`src/rtl/p405s_icu_fill_rdbuf_if.sv`:
```
// ============================================================================
// p405s_icu_fill_rdbuf_if : fill/fetch bus of the ICU fill read buffer
// Rev 1.0 ; optional parity signals under ICU_RDBUF_PARITY_EN
// ============================================================================
`default_nettype none

interface p405s_icu_fill_rdbuf_if;
  logic        fillVld;
  logic [0:31] fillData;
  logic        fillRdy;
  logic        fillFlush;
  logic        fetchRd;
  logic        fetchVld;
  logic [0:31] fetchData;
  logic        lineDone;
  logic [0:3]  bufCnt;
`ifdef ICU_RDBUF_PARITY_EN
  logic        fillPar;
  logic        fetchParErr;

  modport master (
    output fillVld, fillData, fillFlush, fetchRd, fillPar,
    input  fillRdy, fetchVld, fetchData, lineDone, bufCnt, fetchParErr
  );
  modport slave (
    input  fillVld, fillData, fillFlush, fetchRd, fillPar,
    output fillRdy, fetchVld, fetchData, lineDone, bufCnt, fetchParErr
  );
`else
  modport master (
    output fillVld, fillData, fillFlush, fetchRd,
    input  fillRdy, fetchVld, fetchData, lineDone, bufCnt
  );
  modport slave (
    input  fillVld, fillData, fillFlush, fetchRd,
    output fillRdy, fetchVld, fetchData, lineDone, bufCnt
  );
`endif
endinterface

`default_nettype wire

```
`src/rtl/p405s_icu_fill_rdbuf.sv`:
```
// ============================================================================
// p405s_icu_fill_rdbuf : ICU fill-word FIFO with cache-line completion tracking
// Rev 1.0 ; macro ICU_RDBUF_PARITY_EN adds per-entry fill parity checking
// ============================================================================
`default_nettype none

module p405s_icu_fill_rdbuf #(
  parameter int DEPTH      = 4,
  parameter int LINE_WORDS = 8
) (
  input  wire logic              CB,
  input  wire logic              resetL,
  p405s_icu_fill_rdbuf_if.slave  bus
);

  localparam int              PTR_W    = (DEPTH > 1) ? $clog2(DEPTH) : 1;
  localparam int              WC_W     = (LINE_WORDS > 1) ? $clog2(LINE_WORDS) : 1;
  localparam logic [WC_W-1:0] WC_LAST  = WC_W'(LINE_WORDS - 1);
  localparam logic [3:0]      CNT_FULL = 4'(DEPTH);

  typedef enum logic [0:0] {
    IDLE   = 1'b0,
    ACTIVE = 1'b1
  } state_t;

  state_t            state_q,     state_d;
  logic [3:0]        cnt_q,       cnt_d;
  logic [PTR_W-1:0]  wr_ptr_q,    wr_ptr_d;
  logic [PTR_W-1:0]  rd_ptr_q,    rd_ptr_d;
  logic [WC_W-1:0]   wcnt_q,      wcnt_d;
  logic              line_done_q, line_done_d;
  logic [31:0]       mem_q [DEPTH];
  logic [31:0]       mem_d [DEPTH];

  logic              wr_en;
  logic              rd_en;
  logic              not_empty;
  logic [31:0]       head_word;

  assign not_empty = (cnt_q != 4'd0);
  // Full-buffer readiness ignores a same-cycle read: there is no full bypass.
  assign wr_en     = bus.fillVld && (cnt_q < CNT_FULL);
  assign rd_en     = bus.fetchRd && not_empty;
  assign head_word = mem_q[rd_ptr_q];

  always_comb begin
    state_d     = state_q;
    cnt_d       = cnt_q;
    wr_ptr_d    = wr_ptr_q;
    rd_ptr_d    = rd_ptr_q;
    wcnt_d      = wcnt_q;
    line_done_d = 1'b0;
    mem_d       = mem_q;

    if (bus.fillFlush) begin
      state_d  = IDLE;
      cnt_d    = 4'd0;
      wr_ptr_d = '0;
      rd_ptr_d = '0;
      wcnt_d   = '0;
    end else begin
      if (wr_en) begin
        mem_d[wr_ptr_q] = bus.fillData;
        wr_ptr_d        = wr_ptr_q + PTR_W'(1);
      end
      if (rd_en) begin
        rd_ptr_d = rd_ptr_q + PTR_W'(1);
      end
      if (wr_en && !rd_en) begin
        cnt_d = cnt_q + 4'd1;
      end else if (rd_en && !wr_en) begin
        cnt_d = cnt_q - 4'd1;
      end

      case (state_q)
        IDLE: begin
          if (wr_en) begin
            state_d = ACTIVE;
          end
        end
        ACTIVE: begin
          if (rd_en) begin
            if (wcnt_q == WC_LAST) begin
              wcnt_d      = '0;
              line_done_d = 1'b1;
              if (cnt_d == 4'd0) begin
                state_d = IDLE;
              end
            end else begin
              wcnt_d = wcnt_q + WC_W'(1);
            end
          end
        end
        default: state_d = IDLE;
      endcase
    end
  end

  always_ff @(posedge CB) begin
    if (!resetL) begin
      state_q     <= IDLE;
      cnt_q       <= 4'd0;
      wr_ptr_q    <= '0;
      rd_ptr_q    <= '0;
      wcnt_q      <= '0;
      line_done_q <= 1'b0;
    end else begin
      state_q     <= state_d;
      cnt_q       <= cnt_d;
      wr_ptr_q    <= wr_ptr_d;
      rd_ptr_q    <= rd_ptr_d;
      wcnt_q      <= wcnt_d;
      line_done_q <= line_done_d;
    end
  end

  // Storage needs no reset: stale entries are never visible while empty.
  always_ff @(posedge CB) begin
    mem_q <= mem_d;
  end

  assign bus.fillRdy   = (cnt_q < CNT_FULL);
  assign bus.fetchVld  = not_empty;
  assign bus.fetchData = not_empty ? head_word : 32'd0;
  assign bus.lineDone  = line_done_q;
  assign bus.bufCnt    = cnt_q;

`ifdef ICU_RDBUF_PARITY_EN
  logic par_q [DEPTH];
  logic par_d [DEPTH];

  always_comb begin
    par_d = par_q;
    if (!bus.fillFlush && wr_en) begin
      par_d[wr_ptr_q] = bus.fillPar;
    end
  end

  always_ff @(posedge CB) begin
    par_q <= par_d;
  end

  assign bus.fetchParErr = not_empty && ((^head_word) != par_q[rd_ptr_q]);
`endif

endmodule

`default_nettype wire

```
`src/flat_wrapper.sv`:
```
// flat-port wrapper written by rule: the top's interface ports become plain ports
module p405s_icu_fill_rdbuf_flat 
#(
  parameter int DEPTH      = 4,
  parameter int LINE_WORDS = 8
)
  (CB, resetL, bus_fillVld, bus_fillData, bus_fillFlush, bus_fetchRd, bus_fillRdy, bus_fetchVld, bus_fetchData, bus_lineDone, bus_bufCnt);
  p405s_icu_fill_rdbuf_if bus_i ();
  input  wire logic CB;
  input  wire logic resetL;
  input wire logic [$bits(bus_i.fillVld)-1:0] bus_fillVld;
  input wire logic [$bits(bus_i.fillData)-1:0] bus_fillData;
  input wire logic [$bits(bus_i.fillFlush)-1:0] bus_fillFlush;
  input wire logic [$bits(bus_i.fetchRd)-1:0] bus_fetchRd;
  output wire logic [$bits(bus_i.fillRdy)-1:0] bus_fillRdy;
  output wire logic [$bits(bus_i.fetchVld)-1:0] bus_fetchVld;
  output wire logic [$bits(bus_i.fetchData)-1:0] bus_fetchData;
  output wire logic [$bits(bus_i.lineDone)-1:0] bus_lineDone;
  output wire logic [$bits(bus_i.bufCnt)-1:0] bus_bufCnt;
  assign bus_i.fillVld = bus_fillVld;
  assign bus_i.fillData = bus_fillData;
  assign bus_i.fillFlush = bus_fillFlush;
  assign bus_i.fetchRd = bus_fetchRd;
  assign bus_fillRdy = bus_i.fillRdy;
  assign bus_fetchVld = bus_i.fetchVld;
  assign bus_fetchData = bus_i.fetchData;
  assign bus_lineDone = bus_i.lineDone;
  assign bus_bufCnt = bus_i.bufCnt;
  p405s_icu_fill_rdbuf #(.DEPTH(DEPTH), .LINE_WORDS(LINE_WORDS)) u_core (.CB(CB), .resetL(resetL), .bus(bus_i));
endmodule
```
`config.mk`:
```
export PLATFORM = sky130hd
export DESIGN_NAME = p405s_icu_fill_rdbuf_flat
export DESIGN_NICKNAME = d
export VERILOG_FILES = /design/src/rtl/p405s_icu_fill_rdbuf_if.sv /design/src/rtl/p405s_icu_fill_rdbuf.sv /design/src/flat_wrapper.sv
export SDC_FILE = /design/constraint.sdc
export NUM_CORES = 1
export LEC_CHECK = 0
export CORE_MARGIN = 2
export CORE_UTILIZATION = 35
export DETAILED_ROUTE_END_ITERATION = 12
export PLACE_DENSITY_LB_ADDON = 0.2
export SYNTH_ARGS = -nofsm -noshare
export SYNTH_HDL_FRONTEND = slang
export SYNTH_SLANG_ARGS = --single-unit
```
`constraint.sdc`:
```
create_clock -name CB -period 7.2 [get_ports CB]
set_clock_uncertainty 0.1 [all_clocks]
set_input_delay 0.72 -clock CB [delete_from_list [all_inputs] [get_ports CB]]
set_output_delay 0.72 -clock CB [all_outputs]
set_load 0.03 [all_outputs]
```
## Word level (Yosys, flattened, before mapping)

Cells that the tools add are included.

- Add/subtract/negate cells: 5
- Multipliers: 0
- Divide/modulo/power cells: 0
- Magnitude comparators: 4
- Eq/ne operators: 1
- Shifts and indexed selects: 0
- Muxes and demuxes: 17
- Bitwise gates (word level): 6
- Reductions and logical operators: 13

Operators by type and width:

| operator | number |
|---|---|
| 128-bit bitwise mux | 1 |
| 32-bit two-way mux | 4 |
| 32-bit binary-select mux with 2-bit select | 1 |
| 32-bit demux with 2-bit select | 1 |
| 4-bit two-way mux | 3 |
| 3-bit >= comparator, second input constant | 2 |
| 2-bit NOT with 3-bit output | 2 |
| 1-bit logical AND | 5 |
| 1-bit two-way mux | 5 |
| 2-bit by 1-bit adder with 2-bit output, second input constant | 2 |
| 4-bit by 1-bit adder with 4-bit output, second input constant | 1 |
| 4-bit zero test | 1 |
| 4-bit by 3-bit less-than comparator with 1-bit output, second input constant | 1 |
| 1-bit NOT | 4 |
| 2-bit AND reduction | 2 |
| 4-bit nonzero test | 1 |
| 4-bit OR reduction | 1 |
| 4-bit by 1-bit subtractor with 4-bit output, second input constant | 1 |
| 3-bit by 1-bit adder with 3-bit output, second input constant | 1 |
| 3-bit equality test, second input constant | 1 |
| 3-bit by 1-bit less-than comparator with 1-bit output, second input constant | 1 |
| 3-bit two-way mux | 1 |
| 1-bit zero test | 2 |
| 1-bit one-hot mux with 2 select lines | 1 |
| 2-bit OR reduction | 1 |

- Bits in registers: 141
- Latch bits: 0
- RAM bits: 0
- Bits in read-only memories: 0
- Input port bits: 37
- Logic and storage cells: 56
- Memories: 0

## Depth between registers and ports, before layout

- Word-level depth: 12
- Depth in mapped cells: 8

## Worst setup path after synthesis

No wires, ideal clock.

- Path type: input-to-reg
- Start: in bus_fillVld
- End: reg u_core.mem_q[0] in the netlist's numbering, enable pin
- Arrival time: 2295 ps
- Data required time: 6708 ps
- Path slack: 4413 ps
- Stages: 5
- Cell sequence: buf_4 > or3b_1 > buf_2 > nor2_1 > and2_1

- Longest elaborated chain between the ends: 2

RTL lines:

| what | RTL line | source |
|---|---|---|
| from (decl) | flat_wrapper.sv:11 | `input wire logic [$bits(bus_i.fillVld)-1:0] bus_fillVld;` |
| 1-bit logical AND | p405s_icu_fill_rdbuf.sv:42 | `assign wr_en = bus.fillVld && (cnt_q < CNT_FULL);` |
| 2-bit AND reduction (no source line) | n/a |  |
| to (signal assigned) | p405s_icu_fill_rdbuf.sv:119 | `mem_q <= mem_d;` |
| to (decl) | p405s_icu_fill_rdbuf.sv:32 | `logic [31:0] mem_q [DEPTH];` |

Every way passes these cells.
A chain may end at the register's enable or synchronous reset.

## Worst setup path after layout

- Start: reg u_core.rd_ptr_q[0]
- End: out bus_fetchData[12]

- Longest elaborated chain between the ends: 5

RTL lines:

| what | RTL line | source |
|---|---|---|
| from (decl) | p405s_icu_fill_rdbuf.sv:29 | `logic [PTR_W-1:0] rd_ptr_q, rd_ptr_d;` |
| from (signal assigned) | p405s_icu_fill_rdbuf.sv:111 | `rd_ptr_q <= rd_ptr_d;` |
| 2-bit NOT with 3-bit output (implied by the code) | p405s_icu_fill_rdbuf.sv:44 | `assign head_word = mem_q[rd_ptr_q];` |
| 32-bit binary-select mux with 2-bit select | p405s_icu_fill_rdbuf.sv:44 |  |
| 32-bit two-way mux (implied by the code) (2 in a row) | p405s_icu_fill_rdbuf.sv:44 |  |
| 32-bit two-way mux | p405s_icu_fill_rdbuf.sv:124 | `assign bus.fetchData = not_empty ? head_word : 32'd0;` |
| to (decl) | flat_wrapper.sv:17 | `output wire logic [$bits(bus_i.fetchData)-1:0] bus_fetchData;` |

Every way passes these cells. The select of a mux whose other input is x is not followed.

==> results_dict.tcl <==
set metrics [dict create \
    final_max_slew_viol_count 0 \
    rsz0062_at_grt "false" \
    drv_cap 0 \
    clk_latency_ns 0.41 \
    clkTransAtPathRegs_ns 0.06 \
    core_area_um2 15800 \
    ff2ff_path_depth 3 \
    clk_path_buf_depth 2 \
    fin_cells 602 \
    wirelength_um 10600 \
    synth_area_leader_cell "edfxtp_1" \
    cts_buffers 17 \
    p_clk_share_pct 43.7 \
    start_kind "flip-flop" \
    min-delay-start "u_core.wcnt_q[1]" \
    rr_startpoint "u_core.bus.bufCnt[1]" \
    crit_path_end_kind "primary output" \
    drc 0 \
    ys_top_cells_by_area "edfxtp_1, mux4_2, dfxtp_1, and2_1, ha_1" \
    pre_cts_ws_ns 3.77 \
    htree_levels 4 \
    grt.overflow.total 0 \
    r2r_end "u_core.mem_q[18]" \
    fillers 1379 \
    cts_resized 0 \
    period_share_pct 48.8 \
    sw_frac_of_total_pct 21.1 \
    r2r_setup_slack_ns 4.77 \
    utilization_pct 45.1 \
    hold_class "reg2reg" \
    drive_gt1_share_pct 18.7 \
    via_per_inst 4.73 \
    cts_tree "done" \
    crit_required_ns 6.38 \
    worstPathCellList "buf_4, mux4_2, and2_1, clkdlybuf4s50_1" \
    crit_family "buffers and inverters" \
    grt_max_degree 38 \
    io_pins 76 \
    cts_hold_buf 0 \
    switching_power_mw 0.396 \
    drt-initial-drc-count 176 \
    yosysTopAreaCellShare_pct 68.1 \
    p_per_area_nw_per_um2 262 \
    seq_area_frac_synth_pct 72.8 \
    track_usage_pct 13.4 \
    first_pass_iters 4 \
    start_util_pct 35.6 \
    ys_warn_count 0 \
    synthToLayoutAreaGrowth_pct 26.5 \
    finalHoldViolCount 0 \
    cts_root_buf "clkbuf_16" \
    tightest_slew_ns 0.926 \
    p_leak_nw 2.29 \
    die_w_um 131 \
    slew_headroom_pct 38.2 \
    dominantRegCellSynth "edfxtp_1" \
    io_buffers 75 \
    pwr-share-seq_pct 48.8 \
    setup_slack_ns 3.68 \
    tns_ns 0 \
    comb_power_share_pct 7.5 \
    rows 46 \
    synth-async-reset-ratio_pct 0 \
    synth_edf_count 128 \
    postSynthAreaPerCell_um2 19.1 \
    crit_type "reg2out" \
    cts_sinks 141 \
    period_minus_slack_ns 3.52 \
    cp_data_arrival_time_ns 2.70 \
    slowest_delay_ns 0.61 \
    path_buf_inv 2 \
    power.total_mw 1.87 \
    slowest_stage "clkdlybuf4s50_1" \
    p_int_mw 1.48 \
    syn_nets 341 \
    dp_hpwl_um 6120 \
    ys_ff_latch 141 \
    antenna_found_initial 0 \
    whs_path_depth 2 \
    path_max_fanout 34 \
    synth_area_um2 5640 \
    die_area_um2 17100 \
    grt_pass1_vias 3079 \
    nets 418 \
    ant_nets 0 \
    ir_drop_mv 0.178 \
    netlist_instances 296 \
    dp.cells 570 \
    vias 2850 \
    max_freq_ghz 0.284 \
    ys_types 37 \
    route.detailed.wl_per_inst_um 17.6 \
    worstHoldEndpoint "u_core.wcnt_q[1]" \
    layout.cells.most_common_list "edfxtp_1, clkdlybuf4s50_1, mux4_2, and2_1, clkbuf_16" \
    gp_congestion 0.749 \
    post_cts_buffers 0 \
    die_y_um 131 \
    antenna_cells 0 \
    setup_viol 0 \
    cp-startpoint "u_core.rd_ptr_q[0]" \
    outcome "completed" \
    grt_pass1_wl_um 16500 \
    final_common_cell "edfxtp_1" \
]
==> tightest hold or removal path: stages, from the launching register on <==
cell	delay (ns)
dfxtp_1	0.31
nand2_1	0.05
a21oi_1	0.05
==> cell type report <==
class | instances | area [µm²] | share of cell area, %
Multi-Input combinational cell | 133 | 1430 | 20.0
Inverter | 4 | 15.0 | 0.210
Sequential cell | 141 | 4110 | 57.6
Clock inverter | 13 | 125 | 1.75
Timing Repair Buffer | 76 | 758 | 10.6
Tap cell | 216 | 270 | 3.79
Clock buffer | 19 | 433 | 6.07
==> Yosys cell counts (2+ instances only) <==
library cell	count
clkbuf_1	6
inv_1	4
buf_4	5
edfxtp_1	128
nand2_1	5
nor2_1	10
dfxtp_1	13
nor3_1	3
and2_1	36
mux2i_1	3
xor2_1	2
ha_1	8
buf_2	6
mux4_2	32
a21oi_1	5
nand2b_1	3
a22oi_1	2
nand3_1	3
xnor2_1	3
o31ai_1	2
==> sequential cells by signal (all words and copies together) (netlist names) <==
| signal | flops |
|---|---|
| u_core.rd_ptr_q | 2 |
| u_core.wcnt_q | 3 |
| u_core.state_q | 1 |
| u_core.bus.lineDone | 1 |
| u_core.wr_ptr_q | 2 |
| u_core.mem_q | 128 |
| u_core.bus.bufCnt | 4 |
==> metal layers <==
metal	up-vias	track usage [%]	wire length, µm
li1	1311	-	-
met1	1456	16.7	4730
met2	70	21.8	5210
met3	13	4.44	518
met4	0	5.44	149
met5	-	0	0
==> metrics by stage <==
| stage | area [µm²] | hold slack (ns) |
|---|---|---|
| 2_1_floorplan | 5640 | 0.336 |
| 3_3_place_gp | 6580 | 0.346 |
| 3_5_place_dp | 6580 | 0.357 |
| 4_1_cts | 7130 | 0.363 |
| 5_1_grt | 7130 | 0.392 |
| 6_report | 7130 | 0.360 |
==> cell families after synthesis <==
group | Yosys count | share of synthesized area (%)
fa+ha+maj | 8 | 1.77
buf+inv | 22 | 2.06
compound gates | 14 | 1.75
flops | 141 | 72.8
mux | 35 | 13.3
xor+xnor | 5 | 0.777
simple gates | 71 | 7.56
==> worst max path at each step <==
stage	end	slack (ns)	cells past startpoint
global route	bus_fetchData[12]	3.52	4
CTS	bus_fetchData[12]	3.63	4
finish	bus_fetchData[12]	3.68	4
detailed placement	u_core.mem_q[42]	3.77	4
global placement	u_core.mem_q[39]	3.81	4
floorplan	u_core.mem_q[0]	4.41	5
==> power groups by stage <==
stage / registers [mW] / clock network, mW / logic (mW)
final: 0.913 / 0.818 / 0.141
after global placement: 0.929 / 0 / 0.142
after CTS: 0.913 / 0.836 / 0.144
after detailed placement: 0.930 / 0 / 0.143
after floorplan: 0.930 / 0 / 0.0771
after global routing: 0.914 / 0.866 / 0.153
Note: power is estimated with default switching activity, not from simulation.
==> variant, RTL diff (config.mk and constraints unchanged) <==
`LINE_WORDS` is set to 8 in 2 places; all go to 16.
--- a/src/rtl/p405s_icu_fill_rdbuf.sv
+++ b/src/rtl/p405s_icu_fill_rdbuf.sv
@@ -6,7 +6,7 @@
 
 module p405s_icu_fill_rdbuf #(
   parameter int DEPTH      = 4,
-  parameter int LINE_WORDS = 8
+  parameter int LINE_WORDS = 16
 ) (
   input  wire logic              CB,
   input  wire logic              resetL,
--- a/src/flat_wrapper.sv
+++ b/src/flat_wrapper.sv
@@ -2,7 +2,7 @@
 module p405s_icu_fill_rdbuf_flat 
 #(
   parameter int DEPTH      = 4,
-  parameter int LINE_WORDS = 8
+  parameter int LINE_WORDS = 16
 )
   (CB, resetL, bus_fillVld, bus_fillData, bus_fillFlush, bus_fetchRd, bus_fillRdy, bus_fetchVld, bus_fetchData, bus_lineDone, bus_bufCnt);
   p405s_icu_fill_rdbuf_if bus_i ();
Behaviour: same outputs for any inputs over 4 cycles, from zero or initial values; that may be too few to reach the edited logic, so the function may still have changed.
==> variant against the unedited design <==
Clock power shrank 2%. Sequential cell count grew 1. Sequential share of layout area grew 0.47 points. Worst hold slack gained 0.040 ns. Routed wire length grew 2.2%. Synthesized cell count is the same. Core utilization is essentially flat. Worst setup slack lost 0.22 ns. Maximum frequency shrank 5.9%. Total power shrank 1.7%. Synthesized area shrank 0.67%. Count of clock-buffer cells in the layout grew 1. Final area shrank 0.33%. Critical endpoint is now bus_fetchData[17].
==> variant: results (changes against the unedited design) <==
\begin{tabular}{lr}
\hline
Metric & Value \\
\hline
\multicolumn{2}{l}{\textbf{Status}} \\
Outcome & finished clean \\
\multicolumn{2}{l}{\textbf{Place}} \\
Placed Cells & 573 (+0.53\%) \\
\multicolumn{2}{l}{\textbf{Layout}} \\
\# nets final & 420 (+0.48\%) \\
Number of filler instances in the final layout & 1411 (+2.3\%) \\
Share of layout cells above drive strength 1 & 0.168 (-0.0181) \\
\multicolumn{2}{l}{\textbf{Routing}} \\
Met3 WL post-DR & 661 um (+28\%) \\
Wire length per cell after detailed routing & 18.0 um (+2.2\%) \\
Vias per inst & 4.74 (+0.11\%) \\
Highest metal layer with signal wires & met5 \\
DRT iter0 DRCs & 155 (-12\%) \\
\multicolumn{2}{l}{\textbf{Synth}} \\
Cell types occupying the most area after synthesis & edfxtp\_1 69\%, mux4\_2 13\%, dfxtp\_1 5.0\% \\
Number of nets produced by synthesis & 340 (-0.29\%) \\
Part of the Yosys area used for sequential elements & 0.736 (+0.00845) \\
Most frequent cells after synthesis & 128 x edfxtp\_1, 36 x and2\_1, 32 x mux4\_2 \\
\multicolumn{2}{l}{\textbf{Global routing}} \\
Wire length of the first global-routing pass & 16600 um (+0.21\%) \\
Global routing met2 resource utilization & 0.215 (-0.00254) \\
Overall global routing resource usage & 0.135 (+0.000809) \\
Fraction of met1 tracks used by global routing & 0.171 (+0.00472) \\
Number of antenna violations at the first check in global routing & 1 (+1) \\
\multicolumn{2}{l}{\textbf{Critical path}} \\
R2R Setup Slk & 4.68 ns (-0.09 ns) \\
Worst Path Max Fanout & 37 (+8.8\%) \\
Cell with the biggest individual delay on the critical path & or3b\_2 \\
Endpoint of the worst setup timing path & bus\_fetchData[17] \\
Arrival time of the worst setup path & 2.92 ns (+0.22 ns) \\
R2r startpoint & u\_core.bus.bufCnt[3] \\
Worst path max stage delay & 0.72 ns (+0.11 ns) \\
\multicolumn{2}{l}{\textbf{Power and ir drop}} \\
Leakage power & 2.24 nW (-1.9\%) \\
\multicolumn{2}{l}{\textbf{Min path}} \\
Min-delay src & u\_core.wr\_ptr\_q[1] \\
\hline
\end{tabular}
## variant: layout make-up
class,count,area share
Clock buffer,20,0.0614
Clock inverter,9,0.0137
Inverter,6,0.00317
Multi-Input combinational cell,133,0.197
Sequential cell,142,0.580
Tap cell,216,0.0380
Timing Repair Buffer,76,0.107
## variant: logic make-up (layout without fill, tap and decap cells)
logic type	Yosys count	count (layout)	share of synthesized area
xor+xnor	7	7	0.0109
buf+inv	21	111	0.0154
mux	34	34	0.132
simple gates	71	71	0.0719
compound gates	14	14	0.0176
flops	142	142	0.736
fa+ha+maj	7	7	0.0156
## variant: power breakdown
| part | switching, mW | internal (mW) |
|---|---|---|
| clock | 0.301 | 0.498 |
| combinational | 0.0641 | 0.0572 |
| sequential | 0.00564 | 0.914 |
## variant: metrics by stage
step	utilization	hold slack, ns
after floorplan	-	0.369
after global placement	0.417	0.392
after detailed placement	0.417	0.404
after CTS	0.451	0.411
after global routing	0.451	0.437
final	0.451	0.400
